[src/rtl/flag_reg_unit.sv]
// flag_reg_unit: NZCV flag register with forwarding view and optional shadow save stack.
// Define FLAG_SHADOW_EN to build the SHADOW_DEPTH-entry push/pop stack.
module flag_reg_unit #(
    parameter int SHADOW_DEPTH = 2
) (
    input  logic       clk,
    input  logic       reset_n,
    input  logic       stall,
    input  logic       flush,
    input  logic       cond_pass,
    input  logic [1:0] flag_we,
    input  logic [3:0] alu_flags,
    input  logic       push,
    input  logic       pop,
    output logic [3:0] flags_q,
    output logic [3:0] flags_fwd,
    output logic       shadow_full,
    output logic       shadow_empty,
    output logic       shadow_err
);
    logic wr;
    assign wr = cond_pass & ~stall & ~flush;
    assign flags_fwd = {wr & flag_we[1] ? alu_flags[3:2] : flags_q[3:2],
                        wr & flag_we[0] ? alu_flags[1:0] : flags_q[1:0]};
`ifdef FLAG_SHADOW_EN
    localparam int CW = $clog2(SHADOW_DEPTH + 1);
    localparam int IW = SHADOW_DEPTH > 1 ? $clog2(SHADOW_DEPTH) : 1;
    logic [CW-1:0] count, top;
    logic [3:0]    stack [SHADOW_DEPTH];
    logic          do_push, do_pop;
    assign top          = count - CW'(1);
    assign shadow_full  = count == CW'(SHADOW_DEPTH);
    assign shadow_empty = count == '0;
    assign do_push      = ~stall & push & ~pop & ~shadow_full;
    assign do_pop       = ~stall & pop & ~push & ~shadow_empty;
    always_ff @(posedge clk or negedge reset_n)
        if (!reset_n) begin
            flags_q    <= '0;
            count      <= '0;
            shadow_err <= 1'b0;
            for (int i = 0; i < SHADOW_DEPTH; i++) stack[i] <= '0;
        end else begin
            shadow_err <= ~stall & ((push & pop) | (push & shadow_full) | (pop & shadow_empty));
            // a restore from the stack overrides any same-cycle ALU flag write
            if (!stall) flags_q <= do_pop ? stack[top[IW-1:0]] : flags_fwd;
            if (do_push) begin
                stack[count[IW-1:0]] <= flags_fwd;
                count                <= count + CW'(1);
            end else if (do_pop) begin
                count <= top;
            end
        end
`else
    logic unused_shadow;
    assign unused_shadow = push ^ pop;
    assign shadow_full   = 1'b0;
    assign shadow_empty  = 1'b1;
    assign shadow_err    = 1'b0;
    always_ff @(posedge clk or negedge reset_n)
        if (!reset_n) flags_q <= '0;
        else          flags_q <= flags_fwd;
`endif
endmodule
[config.mk]
export PLATFORM = sky130hd
export DESIGN_NAME = flag_reg_unit
export DESIGN_NICKNAME = d
export VERILOG_FILES = /design/src/rtl/flag_reg_unit.sv
export SDC_FILE = /design/constraint.sdc
export NUM_CORES = 1
export LEC_CHECK = 0
export ABC_AREA = 1
export CAP_MARGIN = 30
export CORE_AREA = 2 2 39 41
export CTS_BUF_LIST = sky130_fd_sc_hd__clkbuf_16
export DETAILED_ROUTE_END_ITERATION = 8
export DIE_AREA = 0 0 41 43
export GPL_TIMING_DRIVEN = 0
export SYNTH_ARGS = -nofsm -noshare
export SYNTH_HDL_FRONTEND = slang
export SYNTH_SLANG_ARGS = --single-unit
[constraint.sdc]
create_clock -name clk -period 2.2 [get_ports clk]
set_clock_uncertainty 0.15 [all_clocks]
set_input_delay 0.44 -clock clk [delete_from_list [all_inputs] [get_ports clk]]
set_output_delay 0.44 -clock clk [all_outputs]
set_load 0.01 [all_outputs]
==> results.txt, run 1 <==
Gate Count Post-Synth: 27
Leak: 0.235 nW
DRT Wirelength: 639 um
Reg clk slew, reported paths: 0.03 ns
ANT nets after route: 0
Pin count of the biggest net entering global routing: 7
ANT cells: 0
Final nets: 64
Ys Warns: 0
Row Count: 14
Count leader, synth: nand2_1
RSZ-0062 raised after global routing: false
Syn avg cell area: 8.16 sq um
Critical path arrival: 1.55 ns
Number of port buffers: 18
Cell Pwr Density: 976 nW/um^2
Clock Path Buffers: 2
Required time worst endpoint: 1.61 ns
Root Buffer: clkbuf_16
Reg2reg end: flags_q[2]
Worst Hold Class: primary input to async pin
Reg-to-Reg Start: flags_q[2]
First-pass GRT wire length: 1010 um
Layout cells sized above 1: 0.184
VDD IR-drop max: 564 uV
Vias: 244
DRC marker count from the first detailed-route iteration: 1
Worst-Skew Late Latency: 0.22 ns
Top reg by flops: flags_q
Max_cap viols: 0
IO Count: 24
Post-synth top area cell: dfrtp_1
#FFs+latches synth: 4
Die area: 1760 sq um
Depth of the most critical reg-to-reg path: 2
Synth cell count leaders: nand2_1, nand4_1, dfrtp_1, buf_4
Via density: 3.75
Max Fanout on Critical Path: 4
H-tree levels: 1
Fraction of registers with async set/reset: 1.00
Initial antenna violation count: 0
Post-DP HPWL: 499 um
Largest register FFs: 4
Die span in y: 43 um
GRT Util Overall: 0.0896
Largest registers: flags_q (4)
DP Area: 424 sq um
Total placed cells including tap cells: 62
TritonCTS clock tree: done
CTS Buf Count: 3
GP Congestion: 0.635
Filler instances: 146
Final instance area: 499 sq um
Startpoint types: primary input
Count of final hold-check violations: 0
Setup CP Type: primary input to primary output
Most area-consuming cells after synthesis: dfrtp_1, nand4_1, nand2_1
Final non-filler cell total: 65
Post-synthesis sequential area ratio: 0.455
Core Region: 1380 sq um
Slew Limit Fails: 0
Clk sinks: 4
Post-Syn Area: 220 sq um
Worst setup EP type: primary output
Final setup viols: 0
Final period util: 0.971
Drt wl/cell: 9.83 um
Proportion of netlist area held by the largest area contributor: 0.455
Synth Flop Type: dfrtp_1
P&R area growth vs syn: 127%
Netlist cell types: 8
Initial Utilization: 0.159
Vias in the first global route: 258
Overflow after GRT: 0
Fmax: 468 MHz
R2R setup slack: 1.42 ns
Number of synthesized flops with an enable pin: 0
Final Power: 487 uW
Number of detailed-route iterations in the first pass: 2
Final min period: 2.14 ns
Outcome: complete, no violations
DRC Markers: 0
Die Span X: 41 um
==> how the worst max path moves through the flow <==
stage	to	start	cells past startpoint
2_1_floorplan	flags_fwd[0]	flush	4
3_3_place_gp	flags_fwd[3]	cond_pass	6
3_5_place_dp	flags_fwd[3]	cond_pass	6
4_1_cts	flags_fwd[1]	cond_pass	6
5_1_grt	flags_fwd[1]	cond_pass	6
6_report	flags_fwd[2]	cond_pass	6
==> where the power goes <==
group,total [mW],switching (mW),internal [mW]
Combinational,0.112,0.0477,0.0648
Clock,0.280,0.0480,0.232
Sequential,0.0950,0.00715,0.0879
==> stage by stage <==
step | TNS [ns] | hold slack, ns | utilization | setup slack (ns)
after floorplan | 0 | -0.00559 | - | 0.797
final | 0 | 0.280 | 0.361 | 0.0629
after CTS | 0 | 0.289 | 0.357 | 0.0217
after global routing | 0 | 0.296 | 0.361 | 0.000835
after detailed placement | -0.924 | 0.340 | 0.307 | -0.238
after global placement | -0.908 | 0.343 | 0.307 | -0.232
==> final cells by class <==
type,instances,area [sq um],share of cell area
multi-input combinational,18,90.1,0.180
buffer,3,22.5,0.0451
timing repair buffer,18,180,0.361
clock buffer,3,75.1,0.150
inverter,3,11.3,0.0226
sequential,4,100,0.201
tap,16,20.0,0.0401
==> layer usage <==
metal	global-route usage	vias to the layer above	routed length, um	part of all wire
li1	-	127	-	-
met1	0.0812	108	228	0.36
met2	0.153	9	373	0.58
met3	0.0628	0	36	0.056
met4	0.0200	0	0	0
met5	0	-	0	0
==> worst max-delay path: stages <==
cell and delay (ns):
clkdlybuf4s50_1 0.51, inv_2 0.06, nor2_4 0.10, nand4_1 0.09, nand2_1 0.11, clkdlybuf4s15_1 0.24
==> layout by cell type (no fill, tap or decap) <==
master / synthesis / routed
buf_4: 3 / 3
clkbuf_16: 0 / 3
clkdlybuf4s15_1: 0 / 4
clkdlybuf4s50_1: 0 / 14
conb_1: 2 / 3
dfrtp_1: 4 / 4
inv_1: 2 / 1
inv_2: 1 / 2
nand2_1: 8 / 8
nand4_1: 6 / 6
nor2_4: 1 / 1
==> repair_timing <==
action	4_1_cts	5_1_grt
pin swaps	0	0
hold buffers	0	0
endpoints found under the setup margin	4	4
gates resized for setup	4	5
buffers inserted	0	0
hold endpoints to repair	0	0
==> cells by family after synthesis <==
kind of cell	share of synthesized area
buffers and inverters	0.153
AND/OR/NAND/NOR	0.358
flip-flops	0.455
other	0.0341
No activity file was read; power rests on OpenSTA's default activity.
==> run 2: changes to the inputs <==
--- a/config.mk
+++ b/config.mk
@@ -9,9 +9,11 @@
 export CAP_MARGIN = 30
 export CORE_AREA = 2 2 39 41
 export CTS_BUF_LIST = sky130_fd_sc_hd__clkbuf_16
+export CTS_CLUSTER_SIZE = 40
 export DETAILED_ROUTE_END_ITERATION = 8
 export DIE_AREA = 0 0 41 43
 export GPL_TIMING_DRIVEN = 0
+export SETUP_SLACK_MARGIN = 0.5
 export SYNTH_ARGS = -nofsm -noshare
 export SYNTH_HDL_FRONTEND = slang
 export SYNTH_SLANG_ARGS = --single-unit
==> results.txt, run 2 (synthesis gave the netlist of run 1 again) <==
Outcome: complete, no violations
Depth of the most critical reg-to-reg path: 7 (+5)
Vias: 270 (+11%)
Cts hold-fix bufs: 0 (unchanged)
IO Count: 24 (unchanged)
Max Fanout on Critical Path: 4 (unchanged)
Largest register FFs: 4 (unchanged)
Worst setup EP type: primary output
Top reg by flops: flags_q
Startpoint types: primary input
Worst Hold Class: primary input to async pin
WP depth: 6 (unchanged)
Setup CP Type: primary input to primary output
Root Buffer: clkbuf_16
CP max stage delay: 0.14 ns (-0.37 ns)
VDD IR-drop max: 545 uV (-3.4%)
Setup TNS Final: 0 ns (unchanged)
Number of detailed-route iterations in the first pass: 3 (+1)
Die area: 1760 sq um (unchanged)
Reg clk slew, reported paths: 0.03 ns (about the same)
ANT nets after route: 0 (unchanged)
Slowest stage cell, crit path: buf_2
Via density: 3.75 (-0.10%)
Layout Utilization: 0.372 (+0.0109)
Initial Utilization: 0.159 (unchanged)
DRT Wirelength: 728 um (+14%)
DRC marker count from the first detailed-route iteration: 1 (unchanged)
Drt wl/cell: 10.1 um (+2.9%)
Initial antenna violation count: 0 (unchanged)
Pin count of the biggest net entering global routing: 7 (unchanged)
Final Power: 502 uW (+3.1%)
TritonCTS clock tree: done
Fmax: 610 MHz (+30%)
Crit path buf inv count: 3 (unchanged)
Most frequent cells in the layout: buf_4, nand2_1, buf_2
DP Area: 424 sq um (unchanged)
Overflow after GRT: 0 (unchanged)
Cell Pwr Density: 977 nW/um^2 (about the same)
Clk sinks: 4 (unchanged)
Final period util: 0.746 (-0.226)
CP startpoint: cond_pass
Final nets: 71 (+11%)
Reg-to-Reg Start: flags_q[1]
CTS Buf Count: 3 (unchanged)
Count of final hold-check violations: 0 (unchanged)
Layout cells sized above 1: 0.464 (+0.281)
ANT cells: 0 (unchanged)
DRC Markers: 0 (unchanged)
First-pass GRT wire length: 1100 um (+9.6%)
Reg2reg end: flags_q[1]
Final instance area: 514 sq um (+3.0%)
Max_cap viols: 0 (unchanged)
GRT Util Overall: 0.0977 (+0.00806)
Final setup viols: 0 (unchanged)
Critical Path, Cell by Cell: buf_2, inv_2, nor2_4, nand4_1, nand2_1, buf_2
Core Region: 1380 sq um (unchanged)
Die Span X: 41 um (unchanged)
Vias in the first global route: 285 (+10%)
Required time worst endpoint: 1.61 ns (about the same)
Critical path arrival: 1.05 ns (-0.50 ns)
R2R setup slack: 0.84 ns (-0.58 ns)
Die span in y: 43 um (unchanged)
H-tree levels: 1 (unchanged)
Worst-Skew Late Latency: 0.22 ns (about the same)
Clock Path Buffers: 2 (unchanged)
Commonest non-fill, non-tap cell in the layout: buf_4
Largest registers: flags_q (4)
Setup crit end: flags_fwd[0]
Crit path max-delay family: simple AND/OR/NAND/NOR gates
GP Congestion: 0.635 (unchanged)
P&R area growth vs syn: 134%
Worst path most repeated cell: buf_2
Leak: 0.317 nW (+35%)
Final min period: 1.64 ns (-0.496 ns)
Row Count: 14 (unchanged)
Filler instances: 150 (+2.7%)
Post-DP HPWL: 499 um (unchanged)
Number of port buffers: 18 (unchanged)
Slew Limit Fails: 0 (unchanged)
RSZ-0062 raised after global routing: false
run 2: cell types whose count changed in the layout (fill, tap and decap cells not counted), sizes merged:
cell,before,now
clkdlybuf4s50,14,1
clkdlybuf4s15,4,0
clkbuf,3,5
dlygate4sd2,0,5
buf,3,17
dlymetal6s2s,0,3
run 2: power breakdown:
group | total, mW | leakage (nW) | switching (mW) | internal [mW]
Combinational | 0.127 | 0.230 | 0.0552 | 0.0717
Clock | 0.280 | 0.0370 | 0.0484 | 0.232
Sequential | 0.0951 | 0.0503 | 0.00722 | 0.0879
run 2: worst register-to-register path, stage by stage, from the launching register on:
cell and delay, ns:
dfrtp_1 0.37, nand2_1 0.07, nand2_1 0.06, buf_4 0.13, buf_4 0.12, buf_4 0.12, buf_4 0.12, buf_4 0.12
run 2: cell type report:
class | count | area (sq um) | area share
tap | 16 | 20.0 | 0.0389
clock buffer | 3 | 75.1 | 0.146
timing repair buffer | 25 | 193 | 0.375
sequential | 4 | 100 | 0.195
inverter | 3 | 13.8 | 0.0268
multi-input combinational | 18 | 90.1 | 0.175
buffer | 3 | 22.5 | 0.0438
run 2: per-layer routing:
metal | wire, um | global-route usage | vias to the layer above
li1 | - | - | 142
met1 | 250 | 0.0877 | 119
met2 | 441 | 0.172 | 9
met3 | 37 | 0.0628 | 0
met4 | 0 | 0.0200 | 0
met5 | 0 | 0 | -
run 2: worst min-delay path by stage:
stage	end	slack [ns]
finish	flags_q[2]	0.28
global placement	flags_q[0]	0.34
CTS	flags_q[3]	0.29
detailed placement	flags_q[0]	0.34
floorplan	flags_q[0]	-0.006
global route	flags_q[3]	0.29
run 2: timing repair:
| item | CTS | global route |
|---|---|---|
| endpoints found under the setup margin | 5 | 7 |
| gates resized for setup | 37 | 8 |
| hold endpoints to repair | 0 | 0 |
| pin swaps | 12 | 3 |
| setup buffers | 7 | 0 |
run 2: metrics by stage:
step / std cells / hold slack [ns] / worst slack (ns)
after floorplan: 28 / -0.00559 / 0.797
after global placement: 62 / 0.343 / -0.232
after detailed placement: 62 / 0.340 / -0.238
after CTS: 72 / 0.289 / 0.508
after global routing: 72 / 0.293 / 0.511
final: 72 / 0.279 / 0.559
